===== src/rtl/div_seq_ctrl.sv =====
// Iterative divider for the RV32IM EX stage: DIV/DIVU/REM/REMU.
// Restoring algorithm, one quotient bit per cycle. A fast path handles
// divide-by-zero and signed overflow, and a FIX cycle applies the signs.
module div_seq_ctrl #(
    parameter int WIDTH = 32,
    parameter int CNT_W = 5
) (
    input  logic             CLK,
    input  logic             RESET,
    input  logic             START,
    input  logic [2:0]       FUNCT3,
    input  logic [WIDTH-1:0] DIVIDEND,
    input  logic [WIDTH-1:0] DIVISOR,
    input  logic             FLUSH,
    output logic             STALL,
    output logic             BUSY,
    output logic             DONE,
    output logic [WIDTH-1:0] RESULT
);

    typedef enum logic [1:0] {S_IDLE, S_CALC, S_FIX, S_DONE} state_t;

    localparam logic [WIDTH-1:0] MIN_NEG  = {1'b1, {(WIDTH-1){1'b0}}};
    localparam logic [CNT_W-1:0] CNT_LAST = CNT_W'(WIDTH-1);

    state_t           state, state_nxt;
    logic [CNT_W-1:0] cnt;
    logic [WIDTH-1:0] rem, quo, dvsr;
    logic             op_rem, q_neg, r_neg;

    logic             in_signed, in_rem, a_neg, b_neg, div0, ovf, fast;
    logic [WIDTH-1:0] mag_a, mag_b, q_fix, r_fix;
    logic [WIDTH:0]   trial;

    // Operand decode, fast-path detection and the shared subtract/shift datapath
    always_comb begin
        in_signed = (FUNCT3 == 3'b100) || (FUNCT3 == 3'b110);
        in_rem    = (FUNCT3 == 3'b110) || (FUNCT3 == 3'b111);
        a_neg     = in_signed & DIVIDEND[WIDTH-1];
        b_neg     = in_signed & DIVISOR[WIDTH-1];
        mag_a     = a_neg ? -DIVIDEND : DIVIDEND;
        mag_b     = b_neg ? -DIVISOR : DIVISOR;
        div0      = (DIVISOR == '0);
        ovf       = in_signed && (DIVIDEND == MIN_NEG) && (DIVISOR == '1);
        fast      = div0 || ovf;
        // The shifted partial remainder can exceed WIDTH bits, hence WIDTH+1
        trial     = {rem, quo[WIDTH-1]} - {1'b0, dvsr};
        q_fix     = q_neg ? -quo : quo;
        r_fix     = r_neg ? -rem : rem;
    end

    // Next-state logic; FLUSH aborts from any state and beats START
    always_comb begin
        state_nxt = state;
        case (state)
            S_IDLE:  if (START) state_nxt = fast ? S_DONE : S_CALC;
            S_CALC:  if (cnt == CNT_LAST) state_nxt = S_FIX;
            S_FIX:   state_nxt = S_DONE;
            S_DONE:  state_nxt = S_IDLE;
            default: state_nxt = S_IDLE;
        endcase
        if (FLUSH) state_nxt = S_IDLE;
    end

    // State register
    always_ff @(posedge CLK) begin
        if (!RESET) state <= S_IDLE;
        else        state <= state_nxt;
    end

    // Datapath registers; a flush leaves everything, including RESULT, untouched
    always_ff @(posedge CLK) begin
        if (!RESET) begin
            cnt    <= '0;
            rem    <= '0;
            quo    <= '0;
            dvsr   <= '0;
            op_rem <= 1'b0;
            q_neg  <= 1'b0;
            r_neg  <= 1'b0;
            RESULT <= '0;
        end else if (!FLUSH) begin
            case (state)
                S_IDLE: if (START) begin
                    cnt    <= '0;
                    rem    <= '0;
                    quo    <= mag_a;
                    dvsr   <= mag_b;
                    op_rem <= in_rem;
                    q_neg  <= a_neg ^ b_neg;
                    r_neg  <= a_neg;
                    // Fast-path results come from the raw operands
                    if (div0)     RESULT <= in_rem ? DIVIDEND : '1;
                    else if (ovf) RESULT <= in_rem ? '0 : MIN_NEG;
                end
                S_CALC: begin
                    rem <= trial[WIDTH] ? {rem[WIDTH-2:0], quo[WIDTH-1]} : trial[WIDTH-1:0];
                    quo <= {quo[WIDTH-2:0], ~trial[WIDTH]};
                    if (cnt != CNT_LAST) cnt <= cnt + 1'b1;
                end
                S_FIX:   RESULT <= op_rem ? r_fix : q_fix;
                default: ;
            endcase
        end
    end

    // Status outputs; STALL drops in DONE so the instruction advances with RESULT
    always_comb begin
        BUSY  = (state == S_CALC) || (state == S_FIX);
        DONE  = (state == S_DONE);
        STALL = ((state == S_IDLE) && START && !FLUSH) || BUSY;
    end

endmodule


===== config.mk =====
export PLATFORM = sky130hd
export DESIGN_NAME = div_seq_ctrl
export DESIGN_NICKNAME = d
export VERILOG_FILES = /design/src/rtl/div_seq_ctrl.sv
export SDC_FILE = /design/constraint.sdc
export NUM_CORES = 1
export LEC_CHECK = 0
export CAP_MARGIN = 40
export CORE_AREA = 3 3 167 169
export CTS_CLUSTER_DIAMETER = 120
export CTS_CLUSTER_SIZE = 8
export DETAILED_ROUTE_END_ITERATION = 16
export DIE_AREA = 0 0 170 172
export PLACE_DENSITY = 0.57
export SYNTH_ARGS = -nofsm -noshare
export SYNTH_HDL_FRONTEND = slang
export SYNTH_SLANG_ARGS = --single-unit
export TNS_END_PERCENT = 10

===== constraint.sdc =====
create_clock -name CLK -period 5.45 [get_ports CLK]
set_clock_uncertainty 0.1 [all_clocks]
set_input_delay 0.545 -clock CLK [delete_from_list [all_inputs] [get_ports CLK]]
set_output_delay 0.545 -clock CLK [all_outputs]
set_load 0.01 [all_outputs]

==> results.json <==
{
  "coreArea_um2": 26730,
  "antenna_found_initial": 0,
  "worst_r2r_endpoint": "rem[1]",
  "pre_cts_slack_ns": 1.310,
  "cts_setup_buffers": 0,
  "worst_ep_required_time_ns": 5.67,
  "r2r_start": "quo[31]",
  "ys.flop_type": "dfxtp_1",
  "overflow": 0,
  "finalSetupTns_ns": 0,
  "routedWlPerCell_um": 19.17,
  "cts.repair.resized": 0,
  "ctsLongestPathBuffers": 2,
  "rsz0062_at_grt": "false",
  "cp-end-kind": "flip-flop",
  "die_w_um": 170,
  "min_period_over_period_pct": 69.94,
  "worst_slew_pin_slew_ns": 0.8871,
  "critPathMaxStageDelay_ns": 0.44,
  "power.internal_uw": 1897,
  "grt_max_degree": 64,
  "crit_type": "reg2reg",
  "ant_nets": 0,
  "tritoncts.num_buffers": 17,
  "ys_ff_latch": 138,
  "grt_pass1_vias": 10110,
  "root_buffer": "clkbuf_16",
  "cts_tree": "built",
  "worst_slack_ns": 1.639,
  "fillers": 2757,
  "dieArea_um2": 29240,
  "io_pins": 106,
  "grt_util_all_layers_pct": 23.95,
  "drc": 0,
  "seq_area_um2": 2763,
  "synth_common_cells": "nand2_1 (173), dfxtp_1 (138), o21ai_0 (137)",
  "r2r_cells": 12,
  "cp.arrival_ns": 4.04,
  "worstPathMaxFanout": 28,
  "maxCapViolCount": 0,
  "ctsHoldBuffers": 0,
  "pwr-share-seq_pct": 37.8,
  "max_freq_ghz": 0.2624,
  "synth.area.top_cells": "dfxtp_1 (26%), xnor2_1 (6.8%), o21ai_0 (6.5%)",
  "clk_latency_ns": 0.44,
  "dp_hpwl_mm": 26.35,
  "multi_input_area_um2": 7271,
  "slowest_stage": "a31oi_1",
  "yosysMostFrequentCell": "nand2_1",
  "vias": 10740,
  "setup_violations": 0,
  "hold_violations": 0,
  "synthesis.nets": 1543,
  "cellPowerDensity_nw_per_um2": 229.5,
  "synth_area_um2": 10610,
  "synth_edf_count": 0,
  "gp_congestion": 0.8995,
  "n_antenna_cell": 0,
  "swShare_pct": 33.69,
  "cp_common_cell": "a31oi_1",
  "drive_above_1_share_pct": 5.733,
  "hold_class": "reg2reg",
  "vdd_drop_max_mv": 0.1208,
  "outcome": "complete, no violations",
  "p_comb_share_pct": 21.3,
  "clk_pin_slew_ns": 0.07,
  "area_growth_pct": 17.45,
  "fin_crit_ns": 3.811,
  "syn_avg_cell_area_um2": 7.433,
  "fp.dieH_um": 172,
  "yosysTopAreaCellShare_pct": 26.03,
  "synth-async-reset-ratio_pct": 0,
  "io_buffer_count": 105,
  "leakage_uw": 0.004419,
  "yosysUniqueCellTypes": 82,
  "final_core_util_pct": 46.64,
  "crit_chain": "inv_1 -> ha_1 -> fa_1 -> nand2b_1 -> a21o_1 -> a31oi_1 -> a31oi_1 -> o211ai_1 -> xor2_2 -> buf_4 -> nand2_1 -> a32o_1",
  "rows": 60,
  "p_sw_uw": 964.0,
  "drv_slew": 0,
  "worstSetupStartpointType": "flip-flop",
  "synth_cells": 1428,
  "via_per_inst": 5.834,
  "endpoint": "rem[1]",
  "crit_start": "quo[31]",
  "num-nets-final": 1602,
  "yosys_warnings": 0,
  "pwr-share-clk_pct": 40.9,
  "initial_core_util_pct": 39.71,
  "first_pass_iters": 6,
  "grt_pass1_wl_mm": 55.99,
  "yosys.area.top_type": "dfxtp_1",
  "first_iter_violations": 860,
  "r2r_slack_ns": 1.64,
  "cts_sinks": 138,
  "routed_wl_mm": 35.29,
  "max_slew_margin_pct": 40.78,
  "h-tree-depth": 4,
  "ys_seq_area_share_pct": 26.03
}
==> layer usage <==
metal  global-route usage (%)  routed length (um)  vias up
met5                        0                   0        -
met4                    7.760                 856        0
met3                    2.835                1944       47
met2                    38.34               15900      338
met1                    33.76               16590     5042
li1                         -                   -     5314
==> cells by family (layout without fill, tap and decap cells) <==
| group | Yosys count | count (layout) | share of synthesized area [%] |
|---|---|---|---|
| xor+xnor | 140 | 140 | 11.55 |
| fa+ha+maj | 44 | 44 | 5.258 |
| simple gates | 481 | 481 | 21.75 |
| flops | 138 | 138 | 26.03 |
| buf+inv | 144 | 216 | 5.658 |
| mux | 22 | 22 | 2.075 |
| compound gates | 459 | 459 | 27.68 |
==> layout make-up <==
class                      instances  share of cell area, %
multi-input combinational       1146                  58.33
timing repair buffer             125                  9.726
inverter                          59                  1.777
sequential                       138                  22.16
clock buffer                      17                  3.413
tap                              341                  3.423
clock inverter                    15                  1.174
==> stage by stage <==
step / instance area [um2] / instances / hold WS, ns / power [uW]
floorplan: 10610 / 1428 / 0.3319 / 1501
global placement: 11860 / 1806 / 0.3424 / 1699
detailed placement: 11880 / 1808 / 0.3511 / 1705
CTS: 12450 / 1840 / 0.3606 / 2869
global route: 12470 / 1841 / 0.3912 / 2984
finish: 12470 / 1841 / 0.3588 / 2861
==> worst min path at each step <==
stage	from	end	slack [ns]	cells after the start
4_1_cts	q_neg	q_neg	0.36	2
6_report	q_neg	q_neg	0.36	2
5_1_grt	q_neg	q_neg	0.39	2
3_5_place_dp	q_neg	q_neg	0.35	2
3_3_place_gp	q_neg	q_neg	0.34	2
2_1_floorplan	dvsr[31]	dvsr[31]	0.33	2
==> worst max-delay path, delay by kind of cell (launching register included) <==
| kind | cells | cell delay [ns] |
|---|---|---|
| adder cells (fa/ha/maj) | 2 | 0.63 |
| buffers and inverters | 2 | 0.48 |
| XOR/XNOR | 1 | 0.18 |
| AND/OR/NAND/NOR | 2 | 0.30 |
| AO/OA/AOI/OAI | 5 | 1.63 |
| flip-flops | 1 | 0.33 |
==> sequential cells by signal, summed over array words and instances (netlist names) <==
name	count
dvsr	32
r_neg	1
RESULT	32
rem	32
quo	32
cnt	5
state	2
op_rem	1
q_neg	1
==> power by group through the flow <==
stage          Combinational [uW]  Clock [uW]  Sequential, uW
2_1_floorplan                 410           0            1090
3_3_place_gp                  596           0            1100
3_5_place_dp                  600           0            1100
4_1_cts                       603        1180            1080
5_1_grt                       673        1220            1090
6_report                      610        1170            1080
==> layout by cell type, fill, tap and decap left out, drive strengths merged, types with 7 or more instances in the layout <==
master           n
a31oi           31
nor4             8
a21o            12
nand2          174
inv             69
ha              43
nor3b            7
clkdlybuf4s50  105
nand3           29
a21oi           98
nor2b            8
o31ai           31
a311oi          12
or3             25
nor2           118
o211ai          22
o21ai          143
a32oi           12
a22o             9
nor3            31
and3             8
xor2            57
dfxtp          138
o41ai           15
xnor2           83
clkbuf          17
or4             17
nand2b          14
buf             20
mux2i           22
and2             7
nand4           19
a211oi          28
Note: power is estimated with default switching activity, not from simulation.
